$ cat config.mk
export PLATFORM = sky130hd
export DESIGN_NAME = stage_sequencer
export DESIGN_NICKNAME = d
export VERILOG_FILES = /design/src/rtl/edsac_ctrl_pkg.sv /design/src/rtl/mc_timeout.sv /design/src/rtl/stage_sequencer.sv
export SDC_FILE = /design/constraint.sdc
export NUM_CORES = 1
export LEC_CHECK = 0
export ABC_AREA = 1
export CORE_UTILIZATION = 31
export DETAILED_ROUTE_END_ITERATION = 12
export PLACE_DENSITY = 0.57
export SYNTH_ARGS = -nofsm -noshare
export SYNTH_HDL_FRONTEND = slang
export SYNTH_SLANG_ARGS = --single-unit
$ cat constraint.sdc
create_clock -name clk -period 1.7 [get_ports clk]
set_input_delay 0.17 -clock clk [delete_from_list [all_inputs] [get_ports clk]]
set_output_delay 0.17 -clock clk [all_outputs]
set_load 0.02 [all_outputs]
$ cat src/rtl/edsac_ctrl_pkg.sv
// Shared EDSAC main-control definitions: sequencer state encoding and drum timing constants.
package edsac_ctrl_pkg;

   localparam int unsigned MINOR_CYCLE_LEN = 36;
   localparam int unsigned MAJOR_CYCLE_LEN = 16;

   typedef enum logic [3:0] {
      StIdle,
      StSync1,
      StSearch1,
      StXfer1,
      StDecide,
      StSync2,
      StSearch2,
      StXfer2,
      StExec
   } seq_state_e;

   function automatic logic is_stage1(input seq_state_e s);
      return (s == StSync1) || (s == StSearch1) || (s == StXfer1);
   endfunction

   function automatic logic is_stage2(input seq_state_e s);
      return (s == StDecide) || (s == StSync2) || (s == StSearch2) || (s == StXfer2) ||
             (s == StExec);
   endfunction

endpackage

$ cat src/rtl/mc_timeout.sv
// Saturating d0-pulse counter; hit_o flags the d0 that brings the count to Limit.
module mc_timeout #(
   parameter int unsigned Width = 5,
   parameter int unsigned Limit = 17
) (
   input  logic clk,
   input  logic rst_n,
   input  logic clr_i,
   input  logic en_i,
   input  logic d0_i,
   output logic hit_o
);

   localparam logic [Width-1:0] LimitM1  = Width'(Limit - 1);
   localparam logic [Width-1:0] CountMax = '1;

   logic [Width-1:0] count_q, count_d;

   always_comb begin
      count_d = count_q;
      if (clr_i) begin
         count_d = '0;
      end else if (en_i && d0_i && (count_q != CountMax)) begin
         count_d = count_q + 1'b1;
      end
   end

   // Fires on the counting d0 itself, so the caller can react in the same clk.
   assign hit_o = en_i & d0_i & (count_q >= LimitM1);

   always_ff @(posedge clk or negedge rst_n) begin
      if (!rst_n) begin
         count_q <= '0;
      end else begin
         count_q <= count_d;
      end
   end

endmodule

$ cat src/rtl/stage_sequencer.sv
// EDSAC two-stage order cycle sequencer: order fetch, operand fetch/store, execute supervision.
module stage_sequencer
   import edsac_ctrl_pkg::*;
#(
   parameter int unsigned MAX_SEARCH   = 17,
   parameter int unsigned EXEC_TIMEOUT = 1024
) (
   input  logic clk,
   input  logic rst_n,
   input  logic start,
   input  logic stop,
   input  logic d0,
   input  logic cu_gate_pos,
   input  logic mem_order,
   input  logic multi_cycle,
   input  logic exec_done,
   output logic s1,
   output logic stage1,
   output logic stage2,
   output logic ot_load,
   output logic sct_inc,
   output logic halted,
   output logic search_err,
   output logic exec_err
);

   localparam int unsigned SearchW = 5;
   localparam int unsigned ExecW   = $clog2(EXEC_TIMEOUT) + 1;

   seq_state_e state_q, state_d, end_state;
   logic stop_pend_q, stop_pend_d;
   logic mc_q, mc_d;
   logic gate_prev_q, gate_prev_d;
   logic s1_q, s1_d;
   logic sct_inc_q, sct_inc_d;
   logic search_err_q, search_err_d;
   logic exec_err_q, exec_err_d;
   logic stage1_q, stage2_q, halted_q;
   logic in_search, in_exec, search_hit, exec_hit, gate_rise, gate_fall;

   assign in_search = (state_q == StSearch1) || (state_q == StSearch2);
   assign in_exec   = (state_q == StExec);
   assign gate_rise = cu_gate_pos & ~gate_prev_q;
   assign gate_fall = ~cu_gate_pos;
   // A stop arriving on the very clk the order ends still takes effect.
   assign end_state = (stop_pend_q || stop) ? StIdle : StSync1;

   mc_timeout #(
      .Width (SearchW),
      .Limit (MAX_SEARCH)
   ) u_search_timer (
      .clk   (clk),
      .rst_n (rst_n),
      .clr_i (!in_search),
      .en_i  (in_search),
      .d0_i  (d0),
      .hit_o (search_hit)
   );

   mc_timeout #(
      .Width (ExecW),
      .Limit (EXEC_TIMEOUT)
   ) u_exec_timer (
      .clk   (clk),
      .rst_n (rst_n),
      .clr_i (!in_exec),
      .en_i  (in_exec),
      .d0_i  (d0),
      .hit_o (exec_hit)
   );

   always_comb begin
      state_d      = state_q;
      stop_pend_d  = stop_pend_q;
      mc_d         = mc_q;
      gate_prev_d  = cu_gate_pos;
      s1_d         = 1'b0;
      sct_inc_d    = 1'b0;
      search_err_d = search_err_q;
      exec_err_d   = exec_err_q;

      if ((state_q != StIdle) && stop) begin
         stop_pend_d = 1'b1;
      end

      case (state_q)
         StIdle: begin
            if (start) begin
               search_err_d = 1'b0;
               exec_err_d   = 1'b0;
               stop_pend_d  = 1'b0;
               state_d      = StSync1;
            end
         end
         StSync1, StSync2: begin
            // Pretend the gate was high so a gate already up on SEARCH entry is no edge.
            gate_prev_d = 1'b1;
            if (d0) begin
               s1_d    = 1'b1;
               state_d = (state_q == StSync1) ? StSearch1 : StSearch2;
            end
         end
         StSearch1, StSearch2: begin
            if (gate_rise) begin
               state_d = (state_q == StSearch1) ? StXfer1 : StXfer2;
            end else if (search_hit) begin
               search_err_d = 1'b1;
               state_d      = StIdle;
            end
         end
         StXfer1: begin
            if (gate_fall) begin
               sct_inc_d = 1'b1;
               state_d   = StDecide;
            end
         end
         StDecide: begin
            mc_d = multi_cycle;
            if (mem_order) begin
               state_d = StSync2;
            end else if (multi_cycle) begin
               state_d = StExec;
            end else begin
               state_d = end_state;
            end
         end
         StXfer2: begin
            if (gate_fall) begin
               state_d = mc_q ? StExec : end_state;
            end
         end
         StExec: begin
            if (exec_done) begin
               state_d = end_state;
            end else if (exec_hit) begin
               exec_err_d = 1'b1;
               state_d    = StIdle;
            end
         end
         default: state_d = StIdle;
      endcase
   end

   always_ff @(posedge clk or negedge rst_n) begin
      if (!rst_n) begin
         state_q      <= StIdle;
         stop_pend_q  <= 1'b0;
         mc_q         <= 1'b0;
         gate_prev_q  <= 1'b0;
         s1_q         <= 1'b0;
         sct_inc_q    <= 1'b0;
         search_err_q <= 1'b0;
         exec_err_q   <= 1'b0;
         stage1_q     <= 1'b0;
         stage2_q     <= 1'b0;
         halted_q     <= 1'b1;
      end else begin
         state_q      <= state_d;
         stop_pend_q  <= stop_pend_d;
         mc_q         <= mc_d;
         gate_prev_q  <= gate_prev_d;
         s1_q         <= s1_d;
         sct_inc_q    <= sct_inc_d;
         search_err_q <= search_err_d;
         exec_err_q   <= exec_err_d;
         stage1_q     <= is_stage1(state_d);
         stage2_q     <= is_stage2(state_d);
         halted_q     <= (state_d == StIdle);
      end
   end

   assign s1         = s1_q;
   assign stage1     = stage1_q;
   assign stage2     = stage2_q;
   assign ot_load    = (state_q == StXfer1) & cu_gate_pos;
   assign sct_inc    = sct_inc_q;
   assign halted     = halted_q;
   assign search_err = search_err_q;
   assign exec_err   = exec_err_q;

endmodule
Yosys cells after proc, flatten, opt, wreduce, memory -nomap -nowiden

Cells that the tools add are included.

Add/subtract/negate cells: 2
Order comparisons: 2
Eq/ne operators: 25
Multiplexer cells: 34
Bitwise operators: 7
Reductions and logical operators: 22

Operator list:

| operator                | count |
|---|---|
| $mux W4                 | 11 |
| $eq A4 B3 Y1 const B    | 8 |
| $pmux W4 S7             | 1 |
| $mux W11                | 2 |
| $eq A4 B2 Y1 const B    | 4 |
| $mux W1                 | 14 |
| $ne A2 B2 Y1 const B    | 7 |
| $add A11 B1 Y11 const B | 1 |
| $ge A11 B10 Y1 const B  | 1 |
| $ne A11 B11 Y1 const B  | 1 |
| $mux W5                 | 2 |
| $eq A4 B1 Y1 const B    | 2 |
| $eq A4 B4 Y1 const B    | 2 |
| $logic_not A4 Y1        | 2 |
| $logic_or A1 B1 Y1      | 8 |
| $reduce_and A4 Y1       | 2 |
| $and A1 B1 Y1           | 6 |
| $mux W3                 | 2 |
| $add A5 B1 Y5 const B   | 1 |
| $ge A5 B5 Y1 const B    | 1 |
| $logic_and A1 B1 Y1     | 5 |
| $ne A5 B5 Y1 const B    | 1 |
| $pmux W1 S2             | 2 |
| $reduce_bool A2 Y1      | 2 |
| other kinds (3)         | 4 |

Bits in registers: 30
Input bits: 9
Output and inout bits: 8
Word-level logic and storage cells: 105

Longest topological paths before layout

Gate-level depths: netlist (run 1).

Depth after elaboration: 12
Gate-level depth with buffers: 9
Gate-level depth less buffers: 9

Hierarchy

Synthesis (run 1) repeated with hierarchy kept, for this count alone.

Cell total of the unflattened synthesis: 245
Area, all modules: 1794.2 um^2

By module, submodules not included:

| module                      | times used | cells an instance | area an instance (um^2) | sequential area each (um^2) |
|---|---|---|---|---|
| stage_sequencer             | 1          | 109               | 773.2                   | 351.6 |
| mc_timeout (u_exec_timer)   | 1          | 103               | 737.0                   | 275.3 |
| mc_timeout (u_search_timer) | 1          | 33                | 284.0                   | 125.1 |

Least setup slack after synthesis (run 1)

No wires, ideal clock.

Kind: reg-to-reg
Start: register u_search_timer.count_q[0]
End: register u_search_timer.count_q[2]
Setup time: 0.077 ns
Arrival: 1.368 ns
Data required time: 1.623 ns
Setup slack: 0.254 ns
Cell stages (with the launch flop): 9
Path buffers: 0
Clock period less this slack: 1.446 ns
Cell sequence: dfrtp_1 -> ha_1 -> nand2_1 -> nor2_1 -> ha_1 -> nand3b_2 -> nor2_2 -> o21ai_1 -> a21oi_1

Cells in the longest elaborated chain, start to end: 3
Elaborated cells between the ends (all ways): 6
Those cells by class: 1 x add/sub; 2 x eq/ne; 2 x mux; 1 x reduce/logical

RTL lines:

| element                                        | RTL line                           | source |
|---|---|---|
| start: declaration                             | mc_timeout.sv:17                   | `logic [Width-1:0] count_q, count_d;` |
| start signal: assignment                       | mc_timeout.sv:35                   | `count_q <= count_d;` |
| $add A5 B1 Y5 or $ne A5 B5 Y1 (tied branches)  | mc_timeout.sv:24, mc_timeout.sv:23 |  |
| $mux W5 or $logic_and A1 B1 Y1 (tied branches) | mc_timeout.sv:23                   | `end else if (en_i && d0_i && (count_q != CountMax)) begin` |
| $mux W5 or $ne A2 B2 Y1 (tied branches)        | -                                  |  |

Parallel ways exist; a longest one is shown, timed or not. The select of a mux whose other input is x is not followed.
A chain may end at the register's enable or synchronous reset.

Final worst setup path (run 1)

Start: register state_q[1]
End: output port ot_load

Cells in the longest elaborated chain, start to end: 2

RTL lines:

| element                  | RTL line               | source |
|---|---|---|
| start: declaration       | stage_sequencer.sv:30  | `seq_state_e state_q, state_d, end_state;` |
| start signal: assignment | stage_sequencer.sv:146 | `state_q <= StIdle;` |
| start signal: assignment | stage_sequencer.sv:158 | `state_q <= state_d;` |
| $eq A4 B2 Y1             | stage_sequencer.sv:175 | `assign ot_load = (state_q == StXfer1) & cu_gate_pos;` |
| $and A1 B1 Y1            | stage_sequencer.sv:175 |  |
| end: declaration         | stage_sequencer.sv:20  | `output logic ot_load,` |

Every way passes these cells.

==> results of run 1 <==
-- worst max path at each step --
| stage | from | to | slack [ns] | cells after the start |
|---|---|---|---|---|
| 6_report | state_q[1] | ot_load | 0.14 | 3 |
| 5_1_grt | u_exec_timer.count_q[0] | u_exec_timer.count_q[2] | 0.001 | 9 |
| 4_1_cts | state_q[1] | ot_load | 0.12 | 3 |
| 3_5_place_dp | cu_gate_pos | ot_load | -0.02 | 4 |
| 3_3_place_gp | cu_gate_pos | ot_load | 0.009 | 4 |
| 2_1_floorplan | u_search_timer.count_q[0] | u_search_timer.count_q[2] | 0.25 | 8 |
-- layout by cell type, fill, tap and decap left out, types with 2 or more instances in the layout --
| cell | instances |
|---|---|
| a21oi_1 | 6 |
| buf_4 | 9 |
| clkbuf_8 | 6 |
| clkdlybuf4s50_1 | 15 |
| dfrtp_1 | 28 |
| ha_1 | 3 |
| inv_1 | 26 |
| inv_2 | 5 |
| nand2_1 | 48 |
| nand2_2 | 3 |
| nand2_4 | 2 |
| nand3_1 | 14 |
| nand3_2 | 6 |
| nand4_1 | 4 |
| nor2_1 | 24 |
| nor2_2 | 5 |
| nor2_4 | 3 |
| nor3_1 | 2 |
| o21ai_0 | 10 |
| o21ai_1 | 3 |
| o22ai_1 | 3 |
| xor2_1 | 7 |
-- critical path, cell delays in order, from the launching register on --
cell and delay [ns]:
dfrtp_1 0.46, nand4_1 0.14, nor2_1 0.15, dlygate4sd2_1 0.36
-- metal layers --
| layer | up-vias | part of all wire, % | track usage, % |
|---|---|---|---|
| met5 | - | 0 | 0 |
| met1 | 653 | 50 | 18.9 |
| met2 | 20 | 47 | 23.4 |
| met3 | 2 | 2.7 | 4.10 |
| met4 | 0 | 0.61 | 4.12 |
| li1 | 733 | - | - |
-- final cells by class --
type                            instances  area share, %
Multi-Input combinational cell        148           39.1
Clock inverter                          2          0.596
Timing Repair Buffer                   25           10.8
Sequential cell                        30           35.9
Clock buffer                            6           3.93
Tap cell                               70           4.17
Inverter                               31           5.54
-- power breakdown --
part	switching [W]	internal (W)
Combinational	0.000521	0.000346
Clock	0.000265	0.000325
Sequential	0.000111	0.000859
Total	0.000897	0.00153
-- logic make-up after synthesis --
family | share of synthesized area (%)
DFF | 44.8
buffers and inverters | 6.92
adders and majority gates | 2.23
and+or+nand+nor | 35.7
xor gates and xnor gates | 3.65
AOI/OAI and AO/OA | 6.78
-- per-stage QoR --
stage	total power, W	instances	instance area (sq um)	setup WS, ns	util [%]
after floorplan	0.00154	209	1680	0.254	-
after global placement	0.00185	303	1990	0.00945	38.4
after detailed placement	0.00185	303	1990	-0.0202	38.4
after CTS	0.00246	311	2080	0.125	40.3
after global routing	0.00262	312	2100	0.00145	40.6
final	0.00243	312	2100	0.139	40.6
-- what timing repair did --
item                       in CTS  in global routing
buffers inserted                0                  1
hold buffers                    0                  0
pin swaps                       0                  1
setup endpoints to repair       1                  6
resized for setup               2                  1
==> impl_metrics.env, run 1 <==
export IMPL_finalCritPeriodShare_pct=91.8
export IMPL_final_setup_viol_count=0
export IMPL_status="finished clean"
export IMPL_cp_start_kind="register"
export IMPL_portBuffers=16
export IMPL_die_h_um=75.6
export IMPL_crit_path_max_fanout=6
export IMPL_fill_cells=525
export IMPL_p_per_area_mw_per_mm2=1160
export IMPL_first_iter_violations=59
export IMPL_drv_cap=0
export IMPL_ys_flop_type="dfrtp_1"
export IMPL_drt_vias_per_instance=4.51
export IMPL_grt_pass1_wl_mm=6.14
export IMPL_area_growth_pct=24.9
export IMPL_drive_above_1_share_pct=19.8
export IMPL_synthTopCellsByArea="dfrtp_1, nand2_1, inv_1, nor2_1, nand3_1"
export IMPL_critical_path_class="register to output port"
export IMPL_regMostFlops="u_exec_timer.count_q"
export IMPL_synth_most_common_cell="nand2_1"
export IMPL_ff_latch_area_sq_um=753
export IMPL_cts_root_buf="clkbuf_8"
export IMPL_worst_slew_pin_slew_ns=0.393
export IMPL_worstPathRequired_ns=1.53
export IMPL_core_area_sq_mm=0.00517
export IMPL_numCtsBuffers=5
export IMPL_row_count=26
export IMPL_antennaDiodeCount=0
export IMPL_cts_sinks=30
export IMPL_rr_worst_depth=9
export IMPL_die_area_sq_mm=0.00572
export IMPL_r2r_slack_ns=0.18
export IMPL_cellLeakagePower_nw=1.05
export IMPL_fin_skew_ns=0.00629
export IMPL_cp_arrival_ns=1.39
export IMPL_syn_area_sq_mm=0.00168
export IMPL_largest_reg_flops=11
export IMPL_synthTopCellsByCount="nand2_1, dfrtp_1, inv_1, nor2_1, nand3_1"
export IMPL_synth_distinct_cells=25
export IMPL_hold_violations=0
export IMPL_grt_pass1_vias=1366
export IMPL_ant_nets=0
export IMPL_final_max_slew_viol_count=0
export IMPL_grt_util_all_layers_pct=14.5
export IMPL_cp_end_kind="output port"
export IMPL_ys_ff_latch=30
export IMPL_rr_endpoint="u_exec_timer.count_q[2]"
export IMPL_largest_registers="u_exec_timer.count_q (11), u_search_timer.count_q (5), state_q (4)"
export IMPL_synth_edff_count=0
export IMPL_antenna_found_initial=0
export IMPL_reg2reg_from="u_exec_timer.count_q[0]"
export IMPL_synthesis_instances=209
export IMPL_ios=17
export IMPL_max_freq_mhz=640
export IMPL_ys_warnings_count=0
export IMPL_irDropWorstVdd_v=0.000709
export IMPL_htree_levels=2
export IMPL_cts_tree="yes"
export IMPL_rsz0062_at_grt="no"
export IMPL_syn_avg_cell_area_sq_um=8.04
export IMPL_synth_top_cell_area_share_pct=43.2
export IMPL_cts_max_path_buffers=2
export IMPL_holdWs_ns=0.289
export IMPL_clk_latency_ns=0.28
export IMPL_synth_largest_area_cell="dfrtp_1"
export IMPL_gp_congestion=0.858
export IMPL_die_w_um=75.6
export IMPL_slew_limit_headroom_pct=73.8
export IMPL_synthArstFlopShare_pct=100
export IMPL_fin_crit_ns=1.56
export IMPL_drtPass1Iterations=4
export IMPL_routed_wl_mm=3.45
export IMPL_nets=253
export IMPL_multi_input_area_sq_um=821
export IMPL_clk_transition_reported_paths_ns=0.07
export IMPL_synth_nets=221
export IMPL_seq_area_frac_synth_pct=44.8
export IMPL_dp_hpwl_mm=2.63
export IMPL_grt_max_degree=31
export IMPL_hold_path_class="input port to async pin"
export IMPL_overflow=0
export IMPL_drc=0
export IMPL_start_util_pct=32.5
export IMPL_num_vias=1408
export IMPL_wl_per_cell_um=11.1
export IMPL_fin_setup_tns_ns=0
Power figures use the tool's default switching activity.
==> run 2: changes to the inputs <==
--- a/config.mk
+++ b/config.mk
@@ -8,6 +8,7 @@
 export ABC_AREA = 1
 export CORE_UTILIZATION = 31
 export DETAILED_ROUTE_END_ITERATION = 12
+export HOLD_SLACK_MARGIN = 0.08
 export PLACE_DENSITY = 0.57
 export SYNTH_ARGS = -nofsm -noshare
 export SYNTH_HDL_FRONTEND = slang
==> results of run 2 <==
Final layout, timing and power as in run 1 (identical DEF).
